===== config.mk =====
export PLATFORM = sky130hd
export DESIGN_NAME = fifo_rd_ctrl_block
export DESIGN_NICKNAME = d
export VERILOG_FILES = /design/src/rtl/fifo_rd_ctrl_block.sv
export SDC_FILE = /design/constraint.sdc
export NUM_CORES = 1
export LEC_CHECK = 0
export ABC_AREA = 1
export BUFFER_PORTS_ARGS = -buffer_cell sky130_fd_sc_hd__buf_2
export CAP_MARGIN = 10
export CORE_AREA = 10 10 47 49
export DETAILED_ROUTE_END_ITERATION = 16
export DIE_AREA = 0 0 57 59
export PLACE_DENSITY = 0.7
export SETUP_SLACK_MARGIN = 0.2
export SLEW_MARGIN = 0
export SYNTH_ARGS = -nofsm -noshare
export SYNTH_HDL_FRONTEND = slang
export SYNTH_SLANG_ARGS = --single-unit

===== constraint.sdc =====
create_clock -name rd_clk -period 1.8 [get_ports rd_clk]
set_clock_uncertainty 0.2 [all_clocks]
set_input_delay 0.18 -clock rd_clk [delete_from_list [all_inputs] [get_ports rd_clk]]
set_output_delay 0.18 -clock rd_clk [all_outputs]
set_load 0.02 [all_outputs]

===== src/rtl/fifo_rd_ctrl_block.sv =====
// fifo_rd_ctrl_block: read-side control for an asynchronous FIFO.
// It keeps the binary and Gray read pointers, the memory read address and
// registered empty / almost-empty / occupancy flags, plus a sticky underflow flag.
// The write-side Gray pointer is compared against the next read pointer.
// Optional feature macro: FIFO_RD_SYNC_EN. When it is defined, the incoming write
// Gray pointer passes through a 2-flop synchroniser on rd_clk. When it is not
// defined, the caller must supply a pointer that is already synchronised.
//
// Handshake: rd_read is a one-cycle pop request. It is honoured (rd_pop) only
// when rd_fifo_empty is low. A request made while the FIFO is empty is dropped,
// and it sets rd_underflow on the following edge. There is no ready/stall path.
module fifo_rd_ctrl_block #(
    parameter int AW       = 2,
    parameter int AE_LEVEL = 1
) (
    input  logic          rd_clk,
    input  logic          reset,
    input  logic [AW:0]   rd_wr_gray_pointer,
    input  logic          rd_read,
    input  logic          rd_underflow_clr,
    output logic          rd_fifo_empty,
    output logic          rd_almost_empty,
    output logic [AW:0]   rd_count,
    output logic [AW-1:0] rd_addr,
    output logic [AW:0]   rd_gray_pointer,
    output logic          rd_underflow
);

    localparam logic [AW:0] AE_LVL = (AW+1)'(AE_LEVEL);

    function automatic logic [AW:0] bin2gray(input logic [AW:0] b);
        return (b >> 1) ^ b;
    endfunction

    function automatic logic [AW:0] gray2bin(input logic [AW:0] g);
        logic [AW:0] b;
        b[AW] = g[AW];
        for (int i = AW - 1; i >= 0; i--) begin
            b[i] = b[i+1] ^ g[i];
        end
        return b;
    endfunction

    logic [AW:0] rd_bin_q, rd_bin_d;
    logic [AW:0] rd_gray_q, rd_gray_d;
    logic        empty_q, empty_d;
    logic        ae_q, ae_d;
    logic [AW:0] count_q, count_d;
    logic        underflow_q, underflow_d;

    logic [AW:0] wr_gray_s;
    logic [AW:0] wr_bin_s;
    logic        rd_pop;

`ifdef FIFO_RD_SYNC_EN
    logic [AW:0] sync1_q, sync1_d;
    logic [AW:0] sync2_q, sync2_d;

    // Two-stage synchroniser next values for the write pointer.
    always_comb begin
        sync1_d = rd_wr_gray_pointer;
        sync2_d = sync1_q;
    end

    // Synchroniser flops; reset clears both stages.
    always_ff @(posedge rd_clk) begin
        if (reset) begin
            sync1_q <= '0;
            sync2_q <= '0;
        end else begin
            sync1_q <= sync1_d;
            sync2_q <= sync2_d;
        end
    end

    assign wr_gray_s = sync2_q;
`else
    assign wr_gray_s = rd_wr_gray_pointer;
`endif

    // Pop qualification, pointer advance and next-flag computation.
    always_comb begin
        wr_bin_s    = gray2bin(wr_gray_s);
        rd_pop      = rd_read & ~empty_q;
        rd_bin_d    = rd_bin_q + {{AW{1'b0}}, rd_pop};
        rd_gray_d   = bin2gray(rd_bin_d);
        empty_d     = (rd_gray_d == wr_gray_s);
        count_d     = wr_bin_s - rd_bin_d;
        ae_d        = (count_d <= AE_LVL);
        // Clear first so that a set in the same cycle wins.
        underflow_d = underflow_q;
        if (rd_underflow_clr) underflow_d = 1'b0;
        if (rd_read && empty_q) underflow_d = 1'b1;
    end

    // Read-side state register; reset overrides any read or clear.
    always_ff @(posedge rd_clk) begin
        if (reset) begin
            rd_bin_q    <= '0;
            rd_gray_q   <= '0;
            empty_q     <= 1'b1;
            ae_q        <= 1'b1;
            count_q     <= '0;
            underflow_q <= 1'b0;
        end else begin
            rd_bin_q    <= rd_bin_d;
            rd_gray_q   <= rd_gray_d;
            empty_q     <= empty_d;
            ae_q        <= ae_d;
            count_q     <= count_d;
            underflow_q <= underflow_d;
        end
    end

    assign rd_fifo_empty   = empty_q;
    assign rd_almost_empty = ae_q;
    assign rd_count        = count_q;
    assign rd_addr         = rd_bin_q[AW-1:0];
    assign rd_gray_pointer = rd_gray_q;
    assign rd_underflow    = underflow_q;

endmodule


## Word-level counts from Yosys, hierarchy flattened

Index checks and enable logic that the tools add are counted.

| word-level totals | value |
|---|---|
| logic and storage cells | 19 |
| input port bits | 7 |
| output and inout bits | 11 |
| flip-flop bits (word level) | 12 |

| cells by class | value |
|---|---|
| reductions and logical operators | 2 |
| magnitude comparators | 1 |
| mux-type cells | 2 |
| bitwise logic cells | 5 |
| add/subtract/negate cells | 2 |
| equal/unequal tests | 1 |

Operators by type and width:

| operator | count |
|---|---|
| adder 3 x 1 -> 3 bit | 1 |
| equality test 3 bit | 1 |
| <= comparator 3 x 1 -> 1 bit, second input constant | 1 |
| subtractor 3 bit | 1 |
| bitwise XOR 2 x 3 -> 3 bit | 1 |
| two-way mux 1 bit | 2 |
| nonzero test 2 bit | 1 |
| bitwise XOR 1 bit | 2 |
| AND 1 bit | 1 |
| logical AND 1 bit | 1 |
| inverter 1 bit | 1 |

## Longest topological paths before layout

Gate-level depths: netlist of the first run.

| logic depth | value |
|---|---|
| depth after elaboration | 5 |
| mapped depth | 12 |

## Worst setup path after synthesis of the first run

No wires, ideal clock.

| path | value |
|---|---|
| kind | reg-to-reg |
| start point | reg empty_q (netlist: rd_fifo_empty) |
| end point | reg ae_q (netlist: rd_almost_empty) |
| arrival | 1.808 ns |
| cell stages (with the launch flop) | 9 |
| slack | -0.321 ns |
| path through | dfxtp_1 nor2_1 ha_1 ha_1 inv_2 fa_1 nand3b_1 nand3_1 nand2_1 |

| between the ends | value |
|---|---|
| longest elaborated chain between the ends | 5 |

Ends and longest elaborated chain:

| item | line | source |
|---|---|---|
| start, declared | 46 | `logic empty_q, empty_d;` |
| start signal, assigned | 108 | `empty_q <= empty_d;` |
| inverter 1 bit | 84 | `rd_pop = rd_read & ~empty_q;` |
| AND 1 bit | 84 |  |
| adder 3 x 1 -> 3 bit | 85 | `rd_bin_d = rd_bin_q + {{AW{1'b0}}, rd_pop};` |
| net rd_bin_d[1] | 44 | `logic [AW:0] rd_bin_q, rd_bin_d;` |
| subtractor 3 bit | 88 | `count_d = wr_bin_s - rd_bin_d;` |
| <= comparator 3 x 1 -> 1 bit | 89 | `ae_d = (count_d <= AE_LVL);` |
| end signal, assigned | 102 | `ae_q <= 1'b1;` |
| end signal, assigned | 109 | `ae_q <= ae_d;` |
| end, declared | 47 | `logic ae_q, ae_d;` |

The timed path passes the listed nets, and every way through them passes these cells.
A chain may end at the register's enable or synchronous reset.

## Final worst setup path of the first run

Ends and elaborated chain as after synthesis.

==> results.ini, run 1 <==
[status]
status = finished, violations left
violations = negative setup slack

[clocking]
clk_latency_ns = 0.26
cts_buffer_depth = 2
numCtsBuffers = 3
cts_max_level = 1
cts.reportedPaths.clkPinSlew_ns = 0.07
cts_sinks = 11
cts_tree = built
clockRootBuffer = clkbuf_4

[sta]
timing.final.crit_period_ns = 1.88
setup_viol = 2
worstMarginPinSlew_ns = 0.223
fin_ws_ns = -0.0794
hold_ws_ns = 0.0835
finalCritPeriodShare = 1.04
setup_tns_ns = -0.103
finalHoldViolations = 0
slew_violations = 0
relSlewSlack = 0.851
rsz0062_at_grt = true
max_freq_mhz = 532

[detailed_routing]
wl_met1_um = 465
drc_errors = 0
wl_met2_um = 780
top_layer = met4
vias = 514
met3_wirelength_um = 53
drt_iter0_markers = 6
wirelength_um = 1330
vias_per_cell = 4.47
first_pass_iters = 4
avgRoutedWirePerCell_um = 11.5
ant_nets = 0

[yosys]
syn_area_per_cell_um2 = 7.75
synth_fa_ha_area_frac = 0.111
synth_warnings = 0
synth_top_area_frac = 0.424
synth.distinct_cells = 15
syn_inst = 67
synthSimpleGateAreaFrac = 0.318
synth_area_um2 = 519
synth_area_leaders = dfxtp_1 (42%), nand2_1 (11%), ha_1 (7.2%)
yosysTopAreaCell = dfxtp_1
synth_seq_cells = 11
synth_top_family_by_area = simple AND/OR/NAND/NOR gates
synth_xor_area_frac = 0.0337
synth_seq_area_share = 0.424
synth.area.mux_share = 0
syn_nets = 78
synth_compound_area_frac = 0.0265

[cells_and_area]
layout-drive-gt1-share = 0.505
n_fill_cell = 132
nets = 111
antennaDiodeCount = 0
fin_cells = 115
syn2layout_area_growth_pct = 62.2

[critical_path]
worstReg2RegStart = rd_fifo_empty$_SDFF_PP1_
r2r_slack_ns = -0.08
worstSetupStartpoint = rd_fifo_empty$_SDFF_PP1_
rr_endpoint = rd_almost_empty$_SDFF_PP1_
endpoint = rd_almost_empty$_SDFF_PP1_
critPathLaunchType = register
arrival_ns = 1.84
crit_fanout = 2
reg2regPathDepth = 8
crit_type = reg -> reg
end_kind = register
crit_required_ns = 1.76

[floorplanning]
io_pins = 18
core_area_mm2 = 0.00140
floorplan.rows = 14
die_w_um = 57
start_util = 0.371
die_h_um = 59
die-area_mm2 = 0.00336

[power_and_ir_drop]
irDropWorstVdd_v = 0.000608
p_leak_nw = 0.423
total_power_mw = 0.669
powerDensity_mw_per_mm2 = 794

[global_route]
grt_pass1_wl_um = 2190
grt_pass1_vias = 536
grt_overflow = 0
antenna_found_initial = 0
grtUsageTotal = 0.0808
grt_max_degree = 11

[placed_design]
dpl.cell_count = 106
port_buffers = 17
globalplace.congestion = 0.848

[hold_path]
min_path_type = in -> reg

[job]
maxCapViolCount = 0

[state kept, by name (all words and copies together), names as in the netlist]
name / cells
rd_gray_pointer: 2
rd_almost_empty: 1
rd_fifo_empty: 1
rd_underflow: 1
rd_bin_q: 3
rd_count: 3
[metal layers]
| metal | GRT usage | vias to the layer above |
|---|---|---|
| met2 | 0.149 | 7 |
| li1 | - | 270 |
| met5 | 0 | - |
| met4 | 0.0503 | 0 |
| met3 | 0.0215 | 2 |
| met1 | 0.0784 | 235 |
[through the flow]
stage / util / area, µm² / setup slack (ns)
floorplan: - / 586 / -0.0456
global placement: 0.528 / 739 / -0.144
detailed placement: 0.528 / 739 / -0.192
CTS: 0.592 / 830 / -0.0874
global route: 0.601 / 842 / -0.137
finish: 0.601 / 842 / -0.0794
[cells in the mapped netlist]
master and instances:
dfxtp_1 11, inv_2 1, nand2_1 15, clkbuf_1 1, nand3b_1 2, fa_1 1, xor2_1 2, nand2_2 4
a21oi_1 1, ha_1 3, a21oi_2 1, nand3_2 1, nor2_1 9, nand3_1 5, inv_1 10
[area by class of cell]
type	instances	area [µm²]	area share
multi-input combinational	44	339	0.403
sequential	11	224	0.266
timing repair buffer	29	189	0.224
inverter	11	43.8	0.0520
clock buffer	4	26.3	0.0312
tap	16	20.0	0.0238
[cell families after synthesis]
group	after synthesis
AOI/OAI and AO/OA	2
xor gates and xnor gates	2
adders and majority gates	4
buffers and inverters	12
DFF	11
and+or+nand+nor	36
[power breakdown]
part / switching, mW / internal [mW] / leakage, nW
clock network: 0.0784 / 0.0856 / 0.0150
logic: 0.123 / 0.103 / 0.317
registers: 0.00975 / 0.268 / 0.0911
[cell usage in the layout, fill, tap and decap left out, types with 2 or more instances in the layout]
| cell type | n |
|---|---|
| buf_2 | 16 |
| buf_4 | 8 |
| clkbuf_4 | 4 |
| dfxtp_1 | 10 |
| dlygate4sd3_1 | 3 |
| ha_4 | 3 |
| inv_1 | 8 |
| inv_2 | 2 |
| nand2_1 | 11 |
| nand2_2 | 5 |
| nand2_4 | 3 |
| nand3_1 | 4 |
| nand3_2 | 2 |
| nand3b_1 | 2 |
| nor2_1 | 8 |
[worst max-delay path, cell delays in order (launching register included)]
cell and delay [ns]:
dfxtp_4 0.36, nor2_4 0.04, ha_4 0.28, ha_4 0.13, inv_2 0.04, fa_2 0.37, nand3b_1 0.22, nand3_2 0.09
nand2_2 0.05
[what timing repair did]
item | CTS | global route
buffers inserted | 2 | 0
gates resized for setup | 5 | 4
endpoints found under the hold margin | 2 | 0
endpoints found under the setup margin | 4 | 6
pin swaps | 4 | 4
hold buffers | 3 | 0
[worst min-delay path by stage]
stage                                      from  depth (start not counted)  slack (ns)                   endpoint
after floorplan                         rd_read                          2        0.12  rd_underflow$_SDFFE_PP0P_
after global placement         rd_underflow_clr                          4        0.23  rd_underflow$_SDFFE_PP0P_
after detailed placement       rd_underflow_clr                          4        0.24  rd_underflow$_SDFFE_PP0P_
after CTS                 rd_wr_gray_pointer[0]                          6         0.1   rd_fifo_empty$_SDFF_PP1_
after global routing      rd_wr_gray_pointer[0]                          6        0.13   rd_fifo_empty$_SDFF_PP1_
final                     rd_wr_gray_pointer[0]                          6        0.08   rd_fifo_empty$_SDFF_PP1_
Power figures use the tool's default switching activity.
==> inputs of run 2 (changes only) <==
--- a/config.mk
+++ b/config.mk
@@ -6,11 +6,13 @@
 export NUM_CORES = 1
 export LEC_CHECK = 0
 export ABC_AREA = 1
-export BUFFER_PORTS_ARGS = -buffer_cell sky130_fd_sc_hd__buf_2
+export ABC_CLOCK_PERIOD_IN_PS = 1800
+export BUFFER_PORTS_ARGS = -buffer_cell sky130_fd_sc_hd__buf_4
 export CAP_MARGIN = 10
 export CORE_AREA = 10 10 47 49
 export DETAILED_ROUTE_END_ITERATION = 16
 export DIE_AREA = 0 0 57 59
+export HOLD_SLACK_MARGIN = 0.1
 export PLACE_DENSITY = 0.7
 export SETUP_SLACK_MARGIN = 0.2
 export SLEW_MARGIN = 0
==> results.ini, run 2 (synthesized netlist as in run 1, its figures left out) <==
[cells_and_area]
syn2layout_area_growth_pct = 62.2
stdcell_area_um2 = 842
layout_common_cells = buf_4 (22), nand2_1 (11), dfxtp_1 (10), inv_1 (8), nor2_1 (7)
antennaDiodeCount = 0
finish.utilization = 0.601
nets = 106
layout_commonest_cell = buf_4
layout-drive-gt1-share = 0.511

[placed_design]
globalplace.congestion = 0.817
placed_cell_area_um2 = 774
dp_hpwl_um = 1120
post-place-ws_ns = -0.156
port_buffers = 17

[status]
status = finished, violations left
violations = negative hold slack, negative setup slack

[critical_path]
end_kind = register
crit_type = reg -> reg
critPathLaunchType = register
r2r_slack_ns = -0.06
crit_fanout = 2
arrival_ns = 1.81
crit_required_ns = 1.76

[clocking]
cts_buffer_depth = 2
clk_latency_ns = 0.26
cts_tree = built
cts.reportedPaths.clkPinSlew_ns = 0.07
clockRootBuffer = clkbuf_4
hold_buffers = 1
cts_max_level = 1
cts_sinks = 11
numCtsBuffers = 3

[sta]
timing.final.crit_period_ns = 1.86
relSlewSlack = 0.851
rsz0062_at_grt = true
finalCritPeriodShare = 1.03
setup_viol = 2
worstMarginPinSlew_ns = 0.223
slew_violations = 0
finalHoldViolations = 8
setup_tns_ns = -0.0760
max_freq_mhz = 539
hold_ws_ns = -0.0457
fin_ws_ns = -0.0567

[detailed_routing]
avgRoutedWirePerCell_um = 11.6
ant_nets = 0
vias = 501
wirelength_um = 1280
drt_iter0_markers = 5
drc_errors = 0
first_pass_iters = 2
vias_per_cell = 4.55

[global_route]
antenna_found_initial = 0
grt_overflow = 0
grt_max_degree = 11
grt_pass1_wl_um = 2140
grtUsageTotal = 0.0780
grt_pass1_vias = 529

[floorplanning]
die-area_mm2 = 0.00336
die_w_um = 57
start_util = 0.371
floorplan.rows = 14
io_pins = 18
die_h_um = 59
core_area_mm2 = 0.00140

[power_and_ir_drop]
p_leak_nw = 0.409
irDropWorstVdd_v = 0.000472
powerDensity_mw_per_mm2 = 803

[job]
maxCapViolCount = 0

[hold_path]
min_path_type = in -> reg

==> run 2: cell count changes in the layout (fill, tap and decap cells not counted) <==
cell,change
buf_2,-16
buf_4,+14
dlygate4sd3_1,-2
clkbuf_4,-1
nor2_1,-1
nor2_2,+1
==> run 2: layer usage <==
| metal | GRT usage | wire [µm] |
|---|---|---|
| met5 | 0 | 0 |
| met2 | 0.144 | 753 |
| met4 | 0.0403 | 23 |
| met1 | 0.0778 | 440 |
| met3 | 0.0215 | 62 |
==> run 2: layout make-up <==
type / instances / area (µm²)
fill: 130 / 559
multi-input combinational: 44 / 342
sequential: 11 / 224
timing repair buffer: 24 / 186
inverter: 11 / 43.8
clock buffer: 4 / 26.3
tap: 16 / 20.0
==> run 2: path summary, 6_finish.rpt <==
path / start / to / cells after the start
max: rd_fifo_empty$_SDFF_PP1_ / rd_almost_empty$_SDFF_PP1_ / 8
min: reset / rd_count[2]$_SDFF_PP0_ / 2
min reg2reg: rd_bin_q[2]$_SDFF_PP0_ / rd_bin_q[2]$_SDFF_PP0_ / 3
max reg2reg: rd_fifo_empty$_SDFF_PP1_ / rd_almost_empty$_SDFF_PP1_ / 8
==> run 2: where the power goes <==
group	total, mW	switching (mW)	internal, mW
Combinational	0.233	0.124	0.109
Sequential	0.278	0.0101	0.268
Clock	0.165	0.0790	0.0856
Total	0.676	0.213	0.463
==> run 2: timing repair <==
action	CTS	global route
endpoints found under the hold margin	11	10
resized for setup	4	5
setup buffers	0	0
endpoints found under the setup margin	4	4
gates cloned	0	0
pin swaps	3	4
==> run 2: critical path, stage by stage (launching register included) <==
cell and delay [ns]:
dfxtp_4 0.36, nor2_4 0.04, ha_4 0.28, ha_4 0.12, inv_2 0.03, fa_2 0.38
nand3b_1 0.21, nand3_2 0.08, nand2_1 0.04
==> run 2: stage by stage <==
| step | power, mW | std cells |
|---|---|---|
| 4_1_cts | 0.674 | 110 |
| 3_3_place_gp | 0.494 | 105 |
| 2_1_floorplan | 0.412 | 67 |
| 6_report | 0.676 | 110 |
| 3_5_place_dp | 0.501 | 105 |
| 5_1_grt | 0.724 | 110 |
==> inputs of run 3 (changes only) <==
--- a/config.mk
+++ b/config.mk
@@ -12,6 +12,7 @@
 export CORE_AREA = 10 10 47 49
 export DETAILED_ROUTE_END_ITERATION = 16
 export DIE_AREA = 0 0 57 59
+export GPL_ROUTABILITY_DRIVEN = 0
 export HOLD_SLACK_MARGIN = 0.1
 export PLACE_DENSITY = 0.7
 export SETUP_SLACK_MARGIN = 0.2
==> constraint.sdc (replaced) <==
create_clock -name rd_clk -period 1.8 [get_ports rd_clk]
set_clock_uncertainty 0.2 [all_clocks]
set_input_delay 0.09 -clock rd_clk [delete_from_list [all_inputs] [get_ports rd_clk]]
set_output_delay 0.09 -clock rd_clk [all_outputs]
set_load 0.02 [all_outputs]
==> results.ini, run 3 (synthesized netlist as in run 1, its figures left out) <==
[hold_path]
min_path_type = in -> reg
min_from = reset

[placed_design]
port_buffers = 17
placed_cell_area_um2 = 767
dp_hpwl_um = 1010

[critical_path]
crit_type = reg -> reg
crit_fanout = 2
arrival_ns = 1.81
crit_required_ns = 1.77
worstSetupStartpoint = rd_fifo_empty$_SDFF_PP1_
critPathLaunchType = register
end_kind = register
worstReg2RegStart = rd_fifo_empty$_SDFF_PP1_

[floorplanning]
start_util = 0.371
die-area_mm2 = 0.00336
die_w_um = 57
core_area_mm2 = 0.00140
die_h_um = 59
io_pins = 18
floorplan.rows = 14

[clocking]
clk_latency_ns = 0.27
hold_buffers = 2
cts_sinks = 11
cts_max_level = 1
numCtsBuffers = 3
cts_buffer_depth = 2
clockRootBuffer = clkbuf_4
cts_tree = built
cts.reportedPaths.clkPinSlew_ns = 0.07

[global_route]
grt_pass1_vias = 511
antenna_found_initial = 0
grt_max_degree = 11
grtUsageTotal = 0.0796
grt_overflow = 0
grt_pass1_wl_um = 2090

[sta]
worstMarginPinSlew_ns = 0.222
max_freq_mhz = 545
relSlewSlack = 0.852
finalHoldViolations = 10
rsz0062_at_grt = true
fin_ws_ns = -0.0333
hold_ws_ns = -0.148
finalCritPeriodShare = 1.02
timing.final.crit_period_ns = 1.83
setup_tns_ns = -0.0333
slew_violations = 0
setup_viol = 1

[cells_and_area]
n_fill_cell = 133
antennaDiodeCount = 0
multi_input_comb_area_um2 = 319
layout_common_cells = buf_4 (23), nand2_1 (13), dfxtp_1 (10), inv_1 (8), nor2_1 (7)
nets = 108
syn2layout_area_growth_pct = 61.2
stdcell_area_um2 = 837
layout-drive-gt1-share = 0.479
layout_commonest_cell = buf_4
register_area_um2 = 224

[power_and_ir_drop]
powerDensity_mw_per_mm2 = 815
irDropWorstVdd_v = 0.000455
p_clk_frac = 0.257
p_int_mw = 0.466
pwr-share-comb = 0.335
p_leak_nw = 0.404
total_power_mw = 0.682
switchingPower_mw = 0.216
seq_power_share = 0.408
switching_share = 0.317

[detailed_routing]
vias = 520
avgRoutedWirePerCell_um = 11.0
vias_per_cell = 4.64
first_pass_iters = 4
drc_errors = 0
ant_nets = 0
drt_iter0_markers = 9
wirelength_um = 1230

[job]
maxCapViolCount = 0

[status]
violations = negative hold slack, negative setup slack
status = finished, violations left

run 3: changes by cell type in the layout (fill, tap and decap cells not counted), sizes merged:
cell	before	now
dlygate4sd3	1	2
buf	23	24
run 3: repair_timing:
| item | in CTS | in global routing |
|---|---|---|
| pin swaps | 3 | 5 |
| setup buffers | 0 | 1 |
| endpoints found under the hold margin | 11 | 10 |
| setup endpoints to repair | 4 | 4 |
| gates resized for setup | 4 | 1 |
run 3: path summary, 6_finish.rpt:
check | endpoint | slack, ns | cells past startpoint
hold reg to reg | rd_bin_q[2]$_SDFF_PP0_ | 0.47 | 4
hold / removal | rd_count[2]$_SDFF_PP0_ | -0.15 | 2
setup / recovery | rd_almost_empty$_SDFF_PP1_ | -0.03 | 8
setup reg to reg | rd_almost_empty$_SDFF_PP1_ | -0.03 | 8
run 3: power by group through the flow:
| stage | logic (mW) | registers [mW] | clock network (mW) |
|---|---|---|---|
| 2_1_floorplan | 0.0949 | 0.316 | 0 |
| 3_3_place_gp | 0.208 | 0.284 | 0 |
| 3_5_place_dp | 0.211 | 0.285 | 0 |
| 4_1_cts | 0.223 | 0.279 | 0.179 |
| 5_1_grt | 0.254 | 0.281 | 0.190 |
| 6_report | 0.229 | 0.279 | 0.175 |
run 3: layout make-up:
cell class              instances  share of cell area
clock buffers                   4              0.0314
well taps                      16              0.0239
repair buffers                 26               0.244
inverters                      11              0.0523
flip-flops and latches         11               0.268
multi-input cells              44               0.381
run 3: layer usage:
metal  wire, µm  up-vias  track usage  share of wire
met5          0        -            0              0
met4         38        0       0.0705          0.031
met3        109        5       0.0343          0.089
met2        590       12        0.124           0.48
met1        491      240       0.0798           0.40
li1           -      263            -              -
run 3: through the flow:
stage          cells   util  setup slack, ns
2_1_floorplan     67      -          -0.0456
3_3_place_gp     105  0.547          -0.0756
3_5_place_dp     105  0.547          -0.0882
4_1_cts          111  0.590          -0.0400
5_1_grt          112  0.597          -0.0970
6_report         112  0.597          -0.0333
run 3: worst max-delay path, stage by stage (launching register included):
cell      delay (ns)
dfxtp_4         0.36
nor2_4          0.04
ha_4            0.27
ha_4            0.12
inv_2           0.03
fa_2            0.37
nand3b_1        0.21
nand3_2         0.08
nand2_1         0.04
